`src/rtl/uart_pkg.sv`:
```
// Shared types and constants for the UART IO bridge.
package uart_pkg;

    typedef enum logic [1:0] {
        IDLE,
        START,
        DATA,
        STOP
    } uart_state_e;

    localparam logic START_BIT = 1'b0;
    localparam logic STOP_BIT  = 1'b1;
    localparam int   DATA_BITS = 8;

endpackage

```
`src/rtl/uart_rx_fifo.sv`:
```
// Receive byte FIFO, power-of-two depth, extra pointer MSB for full/empty.
module uart_rx_fifo
    import uart_pkg::*;
#(
    parameter int DEPTH = 16
) (
    input  logic       clk,
    input  logic       rstn,
    input  logic       push,
    input  logic       pop,
    input  logic [7:0] din,
    output logic [7:0] dout,
    output logic       full,
    output logic       empty
);

    localparam int AW = $clog2(DEPTH);

    logic [AW:0] wr_ptr_q, wr_ptr_d;
    logic [AW:0] rd_ptr_q, rd_ptr_d;
    logic [7:0]  mem_q [DEPTH];
    logic        do_push;
    logic        do_pop;

    assign empty = (wr_ptr_q == rd_ptr_q);
    assign full  = (wr_ptr_q[AW] != rd_ptr_q[AW]) &&
                   (wr_ptr_q[AW-1:0] == rd_ptr_q[AW-1:0]);

    // A pop frees the slot a same-cycle push into a full FIFO needs.
    assign do_pop  = pop && !empty;
    assign do_push = push && (!full || do_pop);

    assign wr_ptr_d = wr_ptr_q + {{AW{1'b0}}, do_push};
    assign rd_ptr_d = rd_ptr_q + {{AW{1'b0}}, do_pop};
    assign dout     = mem_q[rd_ptr_q[AW-1:0]];

    always_ff @(posedge clk or negedge rstn) begin
        if (!rstn) begin
            wr_ptr_q <= '0;
            rd_ptr_q <= '0;
            for (int i = 0; i < DEPTH; i++) begin
                mem_q[i] <= '0;
            end
        end else begin
            wr_ptr_q <= wr_ptr_d;
            rd_ptr_q <= rd_ptr_d;
            if (do_push) begin
                mem_q[wr_ptr_q[AW-1:0]] <= din;
            end
        end
    end

endmodule

```
`src/rtl/uart_io_bridge.sv`:
```
// 8N1 UART bridge for the IO unit byte handshakes.
// Define UART_RX_FIFO_EN for a FIFO receive buffer; else a single holding register.
module uart_io_bridge
    import uart_pkg::*;
#(
    parameter int CLK_PER_BIT   = 868,
    parameter int RX_FIFO_DEPTH = 16
) (
    input  logic       clk,
    input  logic       rstn,
    input  logic [7:0] io_out_data,
    input  logic       io_out_vld,
    output logic       io_out_rdy,
    output logic [7:0] io_in_data,
    output logic       io_in_vld,
    input  logic       io_in_rdy,
    input  logic       uart_rxd,
    output logic       uart_txd,
    output logic       rx_overrun,
    output logic       rx_frame_err
);

    localparam int CW = $clog2(CLK_PER_BIT);
    localparam logic [CW-1:0] BAUD_LAST = CW'(CLK_PER_BIT - 1);
    localparam logic [CW-1:0] HALF_LAST = CW'(CLK_PER_BIT / 2 - 1);
    localparam logic [2:0]    BIT_LAST  = 3'(DATA_BITS - 1);

    if (CLK_PER_BIT < 4 || RX_FIFO_DEPTH < 2 ||
        (RX_FIFO_DEPTH & (RX_FIFO_DEPTH - 1)) != 0) begin : g_param_err
        $error("uart_io_bridge: bad CLK_PER_BIT or RX_FIFO_DEPTH");
    end

    uart_state_e   tx_state_q;
    logic [CW-1:0] tx_cnt_q;
    logic [2:0]    tx_bit_q;
    logic [7:0]    tx_shift_q;
    logic          tx_txd_q;

    assign io_out_rdy = (tx_state_q == IDLE);
    assign uart_txd   = tx_txd_q;

    always_ff @(posedge clk or negedge rstn) begin
        if (!rstn) begin
            tx_state_q <= IDLE;
            tx_cnt_q   <= '0;
            tx_bit_q   <= '0;
            tx_shift_q <= '0;
            tx_txd_q   <= STOP_BIT;
        end else begin
            unique case (tx_state_q)
                IDLE: if (io_out_vld) begin
                    tx_shift_q <= io_out_data;
                    tx_cnt_q   <= '0;
                    tx_txd_q   <= START_BIT;
                    tx_state_q <= START;
                end
                START: if (tx_cnt_q == BAUD_LAST) begin
                    tx_cnt_q   <= '0;
                    tx_bit_q   <= '0;
                    tx_txd_q   <= tx_shift_q[0];
                    tx_state_q <= DATA;
                end else begin
                    tx_cnt_q <= tx_cnt_q + 1'b1;
                end
                DATA: if (tx_cnt_q == BAUD_LAST) begin
                    tx_cnt_q <= '0;
                    if (tx_bit_q == BIT_LAST) begin
                        tx_txd_q   <= STOP_BIT;
                        tx_state_q <= STOP;
                    end else begin
                        tx_bit_q   <= tx_bit_q + 1'b1;
                        tx_shift_q <= tx_shift_q >> 1;
                        tx_txd_q   <= tx_shift_q[1];
                    end
                end else begin
                    tx_cnt_q <= tx_cnt_q + 1'b1;
                end
                STOP: if (tx_cnt_q == BAUD_LAST) begin
                    tx_cnt_q   <= '0;
                    tx_state_q <= IDLE;
                end else begin
                    tx_cnt_q <= tx_cnt_q + 1'b1;
                end
            endcase
        end
    end

    logic [1:0]    sync_q;
    logic          rxs;
    uart_state_e   rx_state_q;
    logic [CW-1:0] rx_cnt_q;
    logic [2:0]    rx_bit_q;
    logic [7:0]    rx_shift_q;
    logic          push_q;
    logic [7:0]    push_data_q;
    logic          frame_err_q;

    assign rxs          = sync_q[1];
    assign rx_frame_err = frame_err_q;

    always_ff @(posedge clk or negedge rstn) begin
        if (!rstn) begin
            sync_q      <= 2'b11;
            rx_state_q  <= IDLE;
            rx_cnt_q    <= '0;
            rx_bit_q    <= '0;
            rx_shift_q  <= '0;
            push_q      <= 1'b0;
            push_data_q <= '0;
            frame_err_q <= 1'b0;
        end else begin
            sync_q <= {sync_q[0], uart_rxd};
            push_q <= 1'b0;
            unique case (rx_state_q)
                IDLE: if (rxs == START_BIT) begin
                    rx_cnt_q   <= '0;
                    rx_state_q <= START;
                end
                // Mid-bit resample rejects glitches shorter than half a bit.
                START: if (rx_cnt_q == HALF_LAST) begin
                    rx_cnt_q   <= '0;
                    rx_bit_q   <= '0;
                    rx_state_q <= (rxs == START_BIT) ? DATA : IDLE;
                end else begin
                    rx_cnt_q <= rx_cnt_q + 1'b1;
                end
                DATA: if (rx_cnt_q == BAUD_LAST) begin
                    rx_cnt_q   <= '0;
                    rx_shift_q <= {rxs, rx_shift_q[7:1]};
                    rx_bit_q   <= rx_bit_q + 1'b1;
                    if (rx_bit_q == BIT_LAST) begin
                        rx_state_q <= STOP;
                    end
                end else begin
                    rx_cnt_q <= rx_cnt_q + 1'b1;
                end
                STOP: if (rx_cnt_q == BAUD_LAST) begin
                    rx_cnt_q   <= '0;
                    rx_state_q <= IDLE;
                    if (rxs == STOP_BIT) begin
                        push_q      <= 1'b1;
                        push_data_q <= rx_shift_q;
                    end else begin
                        frame_err_q <= 1'b1;
                    end
                end else begin
                    rx_cnt_q <= rx_cnt_q + 1'b1;
                end
            endcase
        end
    end

    logic pop;
    logic buf_full;
    logic overrun_q;

    assign pop        = io_in_vld && io_in_rdy;
    assign rx_overrun = overrun_q;

`ifdef UART_RX_FIFO_EN
    logic fifo_empty;

    uart_rx_fifo #(
        .DEPTH(RX_FIFO_DEPTH)
    ) u_rx_fifo (
        .clk  (clk),
        .rstn (rstn),
        .push (push_q),
        .pop  (pop),
        .din  (push_data_q),
        .dout (io_in_data),
        .full (buf_full),
        .empty(fifo_empty)
    );

    assign io_in_vld = !fifo_empty;
`else
    logic [7:0] hold_q;
    logic       hold_vld_q;

    assign buf_full   = hold_vld_q;
    assign io_in_vld  = hold_vld_q;
    assign io_in_data = hold_q;

    always_ff @(posedge clk or negedge rstn) begin
        if (!rstn) begin
            hold_q     <= '0;
            hold_vld_q <= 1'b0;
        end else if (push_q && (!hold_vld_q || pop)) begin
            hold_q     <= push_data_q;
            hold_vld_q <= 1'b1;
        end else if (pop) begin
            hold_vld_q <= 1'b0;
        end
    end
`endif

    always_ff @(posedge clk or negedge rstn) begin
        if (!rstn) begin
            overrun_q <= 1'b0;
        end else if (push_q && buf_full && !pop) begin
            overrun_q <= 1'b1;
        end
    end

endmodule

```
`config.mk`:
```
export PLATFORM = sky130hd
export DESIGN_NAME = uart_io_bridge
export DESIGN_NICKNAME = d
export VERILOG_FILES = /design/src/rtl/uart_pkg.sv /design/src/rtl/uart_rx_fifo.sv /design/src/rtl/uart_io_bridge.sv
export SDC_FILE = /design/constraint.sdc
export NUM_CORES = 1
export LEC_CHECK = 0
export ABC_AREA = 1
export BUFFER_PORTS_ARGS = -buffer_cell sky130_fd_sc_hd__buf_4
export CORE_ASPECT_RATIO = 0.7
export CORE_MARGIN = 3
export CORE_UTILIZATION = 30
export CTS_CLUSTER_DIAMETER = 200
export DETAILED_ROUTE_END_ITERATION = 16
export HOLD_SLACK_MARGIN = 0.1
export PLACE_DENSITY = 0.45
export SLEW_MARGIN = 20
export SYNTH_ARGS = -nofsm -noshare
export SYNTH_HDL_FRONTEND = slang
export SYNTH_SLANG_ARGS = --single-unit
```
`constraint.sdc`:
```
create_clock -name clk -period 1.6 [get_ports clk]
set_clock_uncertainty 0.05 [all_clocks]
set_input_delay 0.16 -clock clk [delete_from_list [all_inputs] [get_ports clk]]
set_output_delay 0.16 -clock clk [all_outputs]
set_load 0.05 [all_outputs]
```
---- After elaboration in Yosys (flattened, before gate mapping) ----
Cells that the tools add are included.
operators by class
  $add $sub $neg .......................... 4
  equality and inequality tests ........... 22
  muxes and demuxes ....................... 41
  bitwise gates (word level) .............. 1
  reduce and logical (&&, ||, !) cells .... 25
operators with widths
  cell                                            number
  2-to-1 mux 10 bit                               5
  case mux 10 bit (3 select lines)                1
  2-to-1 mux 8 bit                                3
  2-to-1 mux 2 bit                                11
  inequality test 2 bit, second input constant    11
  adder 10 x 1 -> 10 bit, second input constant   2
  == test 10 bit, second input constant           2
  case mux 10 bit (2 select lines)                1
  case mux 2 bit (4 select lines)                 2
  case mux 8 bit (2 select lines)                 1
  2-to-1 mux 3 bit                                5
  case mux 3 bit (2 select lines)                 2
  AND reduction 4 bit                             3
  == test 10 x 9 -> 1 bit, second input constant  1
  AND reduction 5 bit                             2
  2-to-1 mux 1 bit                                9
  AND reduction 3 bit                             3
  == test 2 bit, second input constant            4
  nonzero test 2 bit                              4
  adder 3 x 1 -> 3 bit, second input constant     2
  == test 3 bit, second input constant            2
  == test 2 x 1 -> 1 bit, second input constant   2
  logical AND 1 bit                               4
  zero test 2 bit                                 2
  other kinds (8)                                 9
word-level totals
  flip-flop bits (word level) ............. 69
  input port bits ......................... 13

---- Depth between registers and ports, before layout ----
Gate-level depths: netlist (run 1).
  word-level depth ........................ 4
  gate-level depth with buffers ........... 11
  gate-level depth less buffers ........... 11

---- Least setup slack after synthesis (run 1) ----
Ideal clock, no wire load.
  path type ............................... register -> register
  from .................................... register tx_state_q[0]
  to ...................................... register tx_cnt_q[5]
  setup time .............................. 125 ps
  arrival ................................. 1825 ps
  required time ........................... 1425 ps
  path slack .............................. -400 ps
  cell stages (with the launch flop) ...... 11
  buffers on the path ..................... 0
  cells stage by stage .................... dfrtp_1 > inv_1 > ha_1 > inv_1 > nor2_4 > inv_2 > nand2_1 > inv_1 > nand3_1 > xor2_1 > nor2_1
RTL lines
  item                                                                              line                  text
  from (decl)                                                                       uart_io_bridge.sv:33  uart_state_e tx_state_q;
  from (signal assigned)                                                            uart_io_bridge.sv:44  tx_state_q <= IDLE;
  from (signal assigned)                                                            uart_io_bridge.sv:55  tx_state_q <= START;
  from (signal assigned)                                                            uart_io_bridge.sv:61  tx_state_q <= DATA;
  zero test 2 bit *                                                                 --
  via io_out_rdy                                                                    uart_io_bridge.sv:13  output logic io_out_rdy,
  case mux 10 bit (2 select lines) / inequality test 2 bit (equally long branches)  --
  to (signal assigned)                                                              uart_io_bridge.sv:63  tx_cnt_q <= tx_cnt_q + 1'b1;
  to (signal assigned)                                                              uart_io_bridge.sv:76  tx_cnt_q <= tx_cnt_q + 1'b1;
  to (signal assigned)                                                              uart_io_bridge.sv:82  tx_cnt_q <= tx_cnt_q + 1'b1;
  to (decl)                                                                         uart_io_bridge.sv:34  logic [CW-1:0] tx_cnt_q;
Mark *: on every way through the listed nets, which the timed path passes. The rest lies on a longest branch.
A chain may end at the register's enable or synchronous reset.

---- Worst setup path in the final report (run 1) ----
  from .................................... register tx_state_q[1]
  to ...................................... register tx_shift_q[5]
between the ends
  longest elaborated chain between the ends .. 3
ends and longest elaborated chain
  item                                                                          line                  text
  == test 2 bit / zero test 2 bit (equally long branches)                       uart_io_bridge.sv:50  unique case (tx_state_q)
  inequality test 2 bit (no line) / nonzero test 2 bit (equally long branches)  --
  AND reduction 4 bit (no line)                                                 --
  to (signal assigned)                                                          uart_io_bridge.sv:52  tx_shift_q <= io_out_data;
  to (signal assigned)                                                          uart_io_bridge.sv:72  tx_shift_q <= tx_shift_q >> 1;
  to (decl)                                                                     uart_io_bridge.sv:36  logic [7:0] tx_shift_q;
Parallel ways exist; a longest one is shown, timed or not.

==> metrics, run 1 <==
outcome finished, final reports clean; CTS tree built; Inserted Diodes 0; Post-Syn Instances 374; Crit Path Max Fanout 8; Multi-input gate area 1540 um2; top-area cell type share of the netlist area 49.3%; final core occ 42.9%; most frequent cell after synthesis nand2_1; Initial Util 31.5%; post-synthesis cell type count 35; GPL Wtd Cong 0.739; global route total overflow 0; Synth area leaders dfrtp_1 49%, nand2_1 11%, inv_1 5.0%, o21ai_0 4.6%, ha_1 4.5%; row count 31; maximum VDD drop 579 uV; placed cells 570; Mapped Area 3350 um2; largest family of logic cells by synthesized area simple AND/OR/NAND/NOR gates; vias 2618; Least-Margin Pin Slew 454 ps; GR Util All Layers 11.9%; CP Launch Type flip-flop; dominant cell type by area after synthesis dfrtp_1; Final Non-Filler Cells 603; largest net degree at the start of global routing 30; antenna violations before repair 0; worst min path class input pin to flip-flop; mux cell area share after synthesis 1.79%; post-synthesis sequential area ratio 51.6%; Required @ worst endpoint 1770 ps; Final WS setup 24.3 ps; Power, Total 6110 uW; first-pass GRT wire length 12000 um; Residual DRC 0; die height 94.4 um; vias in the first global route 2558; Yosys reg bits 69; critical path cell sequence inv_2, ha_4, inv_2, nor2_4, inv_4, buf_6, nand4_4, clkbuf_16, nand2_4, o21ai_2; crit-path max cell delay 420 ps; max_cap viols 0; CP Buf/Inv Count 5; dpl ws -71.6 ps; share of cells above drive strength 1 31.4%; LEAKAGE 0.00216 uW; num ports 26; adder-cell share of the synthesized area 4.48%; Starting DRT DRC Count 163; Worst slew margin 69.7%; Reg area 1730 um2; Final Setup Violations 0; clock root buffer clkbuf_16; CP Class flip-flop to flip-flop; RSZ-0062 raised after global routing yes; H-tree levels 3; final net count 475; core footprint 10600 um2; Pwr Density 1340 nW/um2; Top cell by count, worst path inv_2; Die Area 12500 um2; post-DP HPWL 4780 um; CP arrival 1750 ps; synth warn 0; Main synth FF type dfrtp_1; period utilisation layout 98.5%; Die W 132 um; Simple-Gate Fraction of Synth Area 23.6%; post-route antenna net violation count 0; Post-synth top cells 101 x nand2_1, 66 x dfrtp_1, 45 x inv_1; FFs w/ async S/R, synth 100%; 1st-pass router iterations 4; Layout fillers 1052; Final min period 1580 ps; vias per inst 4.34; CP top delay family buffers and inverters; final hold vios 0; CTS Buf Count 9; Syn Area/Cell 8.96 um2; WL per Instance 11.4 um; xor and xnor area share after synthesis 0.784%; Clock Sinks 69; Clock Pin Slew Worst Setup and Hold Paths 50 ps; final-report max-slew violation count 0; final wirelength 6890 um; CTS Buffer Depth 2; Post-synth EDFFs 0; CP max-delay cell dfrtp_1; clk_lat worst skew 340 ps; CP Capture Type flip-flop; Port-buffer cells 25; Peak Freq 0.635 GHz; syn nets 399; Compound-Gate Fraction of Synth Area 11.3%; Area Growth Syn to Fin 36.1%
cell families after synthesis:
| group | Yosys count |
|---|---|
| compound gates | 60 |
| xor+xnor | 3 |
| fa+ha+maj | 12 |
| buf+inv | 53 |
| flops | 69 |
| mux | 6 |
| simple gates | 171 |
cell type report:
cell class | instances | share of cell area, %
tap | 148 | 4.06
timing repair buffer | 69 | 13.5
inverter | 49 | 4.14
clock inverter | 6 | 1.37
clock buffer | 10 | 5.24
multi-input combinational | 252 | 33.7
sequential | 69 | 37.9
sequential cells by signal, summed over array words and instances, names as in the netlist, 2 cells and up, named ones only:
signal	flops
tx_bit_q	3
rx_cnt_q	10
push_data_q	8
sync_q	2
io_in_data	8
tx_shift_q	8
tx_cnt_q	10
tx_state_q	2
rx_bit_q	3
rx_shift_q	8
through the flow:
stage,area [um2],TNS [ps],hold WS [ps]
final,4560,0,217
after global routing,4560,-544,229
after CTS,4400,0,196
after detailed placement,3960,-765,69.3
after global placement,3960,-468,70.0
after floorplan,3380,0,-186
final timing paths:
path	startpoint	end	slack, ps	cells past startpoint
max	tx_state_q[1]	tx_shift_q[5]	20	10
min	io_out_vld	tx_cnt_q[1]	220	5
max reg2reg	tx_state_q[1]	tx_shift_q[5]	20	10
min reg2reg	sync_q[0]	sync_q[1]	310	0
max in group asynchronous	rstn	sync_q[1]	680	3
min in group asynchronous	rstn	tx_cnt_q[9]	260	2
layout by cell type, fill, tap and decap left out, types with 4 or more instances in the layout:
cell	netlist	final
nand2_1	101	92
dfrtp_1	66	65
buf_4	0	52
inv_1	45	37
o21ai_0	31	29
nor2_1	26	18
nand3_1	17	15
o21ai_2	11	11
dlygate4sd3_1	0	11
inv_2	3	10
clkbuf_16	0	10
nand2_2	4	8
nor2_2	3	8
ha_1	12	8
nand2_4	1	6
mux2i_1	6	6
o22ai_1	6	6
nor2_4	2	5
a21oi_1	5	5
nor3_1	4	4
nand4_1	4	4
buf_12	0	4
power by group:
part	switching (uW)	internal [uW]	total, uW
logic	1090	946	2030
clock network	758	1240	2000
registers	141	1930	2080
total	1990	4120	6110
timing repair:
| item | in CTS | in global routing |
|---|---|---|
| buffers inserted | 1 | 4 |
| resized for setup | 4 | 36 |
| pin swaps | 2 | 7 |
| gates cloned | 0 | 1 |
| hold endpoints to repair | 64 | 0 |
| endpoints found under the setup margin | 16 | 42 |
| hold buffers | 11 | 0 |
worst register-to-register path: cells and delay by family (launching register included):
kind	cells	cell delay, ps
buffers and inverters	5	550
flip-flops	1	420
AND/OR/NAND/NOR	3	210
adder cells (fa/ha/maj)	1	180
AO/OA/AOI/OAI	1	40
per-layer routing:
metal	wire [um]	share of wire (%)	global-route usage [%]	vias up
met5	0	0	0	-
met1	3720	54	17.0	1215
li1	-	-	-	1363
met4	93	1.3	4.15	0
met3	236	3.4	3.89	12
met2	2840	41	17.0	28
No activity file was read; power rests on OpenSTA's default activity.
==> run 2: changes to the inputs <==
Settings changed: ABC_CLOCK_PERIOD_IN_PS set to 1600, CORE_UTILIZATION 30 to 40, PLACE_DENSITY 0.45 to 0.57, RECOVER_POWER set to 25.
==> metrics, run 2 (synthesis results as in run 1) <==
Setup TNS -25.4 ps; Inserted Diodes 0; WL met2 3120 um; antenna violations before repair 0; vias in the first global route 2445; CP arrival 1830 ps; Final Cell Area 4710 um2; Least-Margin Pin Slew 625 ps; max_cap viols 0; vias 2709; CP Class flip-flop to flip-flop; final net count 490; GR Util All Layers 15.5%; CP Buf/Inv Count 4; final core occ 58.8%; metal3 WL 295 um; RSZ-0062 raised after global routing yes; CP top delay family simple AND/OR/NAND/NOR gates; LEAKAGE 0.00228 uW; clock root buffer clkbuf_16; Crit Path Max Fanout 5; vias per inst 4.74; Top cell by count, worst path buf_6; clk_lat worst skew 330 ps; post-DP HPWL 4770 um; row count 27; Port-buffer cells 25; Final Non-Filler Cells 571; post-route antenna net violation count 0; final-report max-slew violation count 0; CP max-delay cell dfrtp_1; Pwr Density 1410 nW/um2; Residual DRC 0; 1st-pass router iterations 4; final wirelength 7050 um; Starting DRT DRC Count 79; global route total overflow 0; Clock Sinks 69; Final min period 1610 ps; Clock Pin Slew Worst Setup and Hold Paths 60 ps; Final Setup Violations 3; Initial Util 41.9%; Peak Freq 0.620 GHz; Die Area 9530 um2; Die W 115 um; WL per Instance 12.3 um; worst min path class input pin to flip-flop; CTS Buffer Depth 2; maximum VDD drop 566 uV; num ports 26; core footprint 8010 um2; final hold vios 0; Final WS setup -12.1 ps; Worst slew margin 58.3%; commonest non-fill, non-tap cell in the layout nand2_1; Largest regs rx_cnt_q: 10 flops, tx_cnt_q: 10 flops; CTS tree built; most frequent cells in the layout 89 x nand2_1, 66 x dfrtp_1, 62 x buf_4, 36 x inv_1, 23 x o21ai_0; outcome finished, violations left; critical path cell sequence inv_2, nand3_1, nor2_2, nand2_2, buf_6, nor2_4, buf_6, buf_6, nand2_1, nand2_1; GPL Wtd Cong 0.817; period utilisation layout 101%; first-pass GRT wire length 11300 um; placed cells 529; share of cells above drive strength 1 35.1%; die height 82.6 um; Post-Place Cell Area 3950 um2; CP Launch Type flip-flop; CTS Buf Count 9; met1 wire length 3570 um; CP Capture Type flip-flop; crit-path max cell delay 430 ps; Area Growth Syn to Fin 40.5%; H-tree levels 3; failing checks negative setup slack; Required @ worst endpoint 1820 ps; DR top layer met4; largest net degree at the start of global routing 32
[run 2: cell types whose count changed in the layout (fill, tap and decap cells not counted), moves of 3 or more]
cell       before  now
buf_4          52   62
buf_6           1    5
bufinv_16       1    4
clkbuf_4        0    3
nand2_1        92   89
nand2_2         8   13
o21ai_0        29   23
o21ai_1         2    6
[run 2: final cells by class]
cell class	count	area [um2]
Timing Repair Buffer	83	689
Clock buffer	11	253
Timing Repair inverter	1	7.51
Clock inverter	5	129
Tap cell	101	126
Inverter	49	196
Fill cell	681	3300
Sequential cell	69	1730
Multi-Input combinational cell	252	1580
[run 2: what timing repair did]
| item | CTS | global route |
|---|---|---|
| pin swaps | 0 | 11 |
| gates cloned | 0 | 1 |
| buffers inserted | 1 | 14 |
| hold buffers | 10 | 0 |
| endpoints found under the hold margin | 77 | 0 |
| setup endpoints to repair | 12 | 37 |
| resized for setup | 8 | 53 |
[run 2: layer usage]
| metal | global-route usage [%] | up-vias |
|---|---|---|
| li1 | - | 1393 |
| met1 | 21.7 | 1266 |
| met2 | 22.3 | 44 |
| met3 | 5.68 | 6 |
| met4 | 4.57 | 0 |
| met5 | 0 | - |
[run 2: path summary, 6_finish.rpt]
path / end / startpoint / cells past startpoint / slack (ps)
min in group asynchronous: tx_shift_q[7] / rstn / 2 / 330
setup reg to reg: rx_shift_q[0] / rx_cnt_q[7] / 10 / -10
hold / removal: tx_shift_q[3] / io_out_data[3] / 3 / 110
max in group asynchronous: io_in_data[3] / rstn / 3 / 250
hold reg to reg: sync_q[1] / sync_q[0] / 0 / 310
setup / recovery: rx_shift_q[0] / rx_cnt_q[7] / 10 / -10
[run 2: per-stage QoR]
stage | hold slack (ps) | setup WS [ps] | total power (uW)
4_1_cts | 101 | 3.18 | 6480
3_3_place_gp | 44.9 | -11.5 | 3850
5_1_grt | 121 | -117 | 7030
6_report | 106 | -12.1 | 6650
3_5_place_dp | 44.5 | -54.5 | 3880
2_1_floorplan | -186 | 2.24 | 3260
[run 2: worst reg2reg max path, stage by stage (launching register included)]
cell and delay [ps]:
dfrtp_1 430, inv_2 80, nand3_1 80, nor2_2 140
nand2_2 100, buf_6 130, nor2_4 160, buf_6 160
buf_6 120, nand2_1 50, nand2_1 70
[run 2: where the power goes]
| part | total (uW) | internal (uW) | switching (uW) |
|---|---|---|---|
| registers | 2050 | 1930 | 119 |
| clock network | 2510 | 1770 | 739 |
| logic | 2090 | 976 | 1110 |
| total | 6650 | 4680 | 1970 |
==> run 3: changes to the inputs <==
Settings changed: CAP_MARGIN set to 20, CELL_PAD_IN_SITES_DETAIL_PLACEMENT set to 1, CELL_PAD_IN_SITES_GLOBAL_PLACEMENT set to 2, CORE_MARGIN 3 to unset, CORE_UTILIZATION 40 to 33, PLACE_DENSITY 0.57 to 0.72.
==> metrics, run 3 (synthesis results as in run 1) <==
post-route antenna net violation count 0; Pwr Density 1300 nW/um2; Setup TNS 0 ps; Die Area 10600 um2; WL per Instance 14.3 um; Crit Path Max Fanout 2; post-DP HPWL 6050 um; Final Non-Filler Cells 607; share of cells above drive strength 1 39.2%; final wirelength 8660 um; Layout fillers 1146; final hold vios 0; Final WS setup 45.4 ps; maximum VDD drop 507 uV; largest net degree at the start of global routing 29; CP Capture Type flip-flop; outcome finished, final reports clean; CP Class flip-flop to flip-flop; placed cells 564; Inserted Diodes 0; Starting DRT DRC Count 123; antenna violations before repair 0; commonest non-fill, non-tap cell in the layout nand2_1; max_cap viols 0; Area Growth Syn to Fin 43.7%; Multi-input gate area 1620 um2; global route total overflow 0; GPL Wtd Cong 0.770; Die W 122 um; Final Setup Violations 0; Clock Pin Slew Worst Setup and Hold Paths 60 ps; row count 30; H-tree levels 3; first-pass GRT wire length 14400 um; vias in the first global route 2923; Residual DRC 0; final-report max-slew violation count 0; core footprint 9800 um2; CTS Buffer Depth 2; CP Launch Type flip-flop; Clock Sinks 69; CTS Buf Count 9; final net count 499; period utilisation layout 97.2%; Hold Slack 90.5 ps; Worst slew margin 54.6%; vias 2828; clock root buffer clkbuf_16; CTS tree built; Least-Margin Pin Slew 681 ps; RSZ-0062 raised after global routing yes; worst min path class input pin to flip-flop; dpl ws -127 ps; 1st-pass router iterations 4; most frequent cells in the layout 82 x nand2_1, 69 x buf_4, 65 x dfrtp_1, 35 x inv_1, 20 x nand2_2; final core occ 49.2%; CP arrival 1770 ps; GR Util All Layers 17.8%; Largest regs rx_cnt_q: 10 flops, tx_cnt_q: 10 flops; Required @ worst endpoint 1820 ps; Reg area 1730 um2; Port-buffer cells 25; die height 86.3 um; Final min period 1550 ps; Peak Freq 0.643 GHz; num ports 26; clk_lat worst skew 330 ps; Initial Util 34.2%; LEAKAGE 0.00230 uW; vias per inst 4.66
run 3: cell types whose count changed in the layout (fill, tap and decap cells not counted), moves of 3 or more:
cell / change
buf_12: +4
buf_4: +7
bufinv_16: -3
nand2_1: -7
nand2_2: +7
o21ai_0: -5
o21ai_1: +5
run 3: routing by layer:
metal / track usage (%) / part of all wire, % / vias up
met2: 26.9 / 46 / 25
met3: 3.55 / 2.5 / 11
met5: 0 / 0 / -
met4: 6.32 / 1.3 / 0
met1: 25.3 / 50 / 1384
li1: - / - / 1408
run 3: layout make-up:
cell class / instances / area share, %
clock inverter: 6 / 1.30
tap: 128 / 3.33
timing repair buffer: 92 / 16.6
timing repair inverter: 1 / 0.130
inverter: 49 / 4.03
sequential: 69 / 36.0
multi-input combinational: 252 / 33.7
clock buffer: 10 / 4.96
run 3: where the power goes:
| group | leakage, uW | internal (uW) | switching (uW) |
|---|---|---|---|
| Sequential | 0.000918 | 1930 | 123 |
| Combinational | 0.00124 | 1030 | 1190 |
| Clock | 0.000140 | 1240 | 764 |
run 3: critical path, stage by stage, from the launching register on:
cell	delay, ps
dfrtp_1	400
ha_1	210
ha_2	200
nor2_4	80
inv_2	40
o21ai_2	40
inv_1	60
nor2_2	140
buf_4	130
nand3_1	70
nand2_1	80
run 3: path summary, 6_finish.rpt:
| path | cells after the start | slack (ps) | start | endpoint |
|---|---|---|---|---|
| min in group asynchronous | 2 | 350 | rstn | rx_cnt_q[8] |
| setup / recovery | 10 | 50 | tx_bit_q[0] | tx_bit_q[2] |
| hold / removal | 3 | 90 | io_out_data[0] | tx_shift_q[0] |
| max in group asynchronous | 3 | 360 | rstn | rx_shift_q[7] |
| setup reg to reg | 10 | 50 | tx_bit_q[0] | tx_bit_q[2] |
| hold reg to reg | 0 | 300 | sync_q[0] | sync_q[1] |
run 3: timing repair:
item | 4_1_cts | 5_1_grt
buffers inserted | 5 | 12
hold buffers | 9 | 0
endpoints found under the hold margin | 75 | 0
setup endpoints to repair | 28 | 53
resized for setup | 10 | 72
pin swaps | 2 | 28
gates cloned | 0 | 1
run 3: stage by stage:
| step | power [uW] | area (um2) |
|---|---|---|
| finish | 6280 | 4820 |
| detailed placement | 3960 | 4050 |
| global placement | 3910 | 4050 |
| CTS | 6110 | 4530 |
| floorplan | 3260 | 3380 |
| global route | 6610 | 4820 |
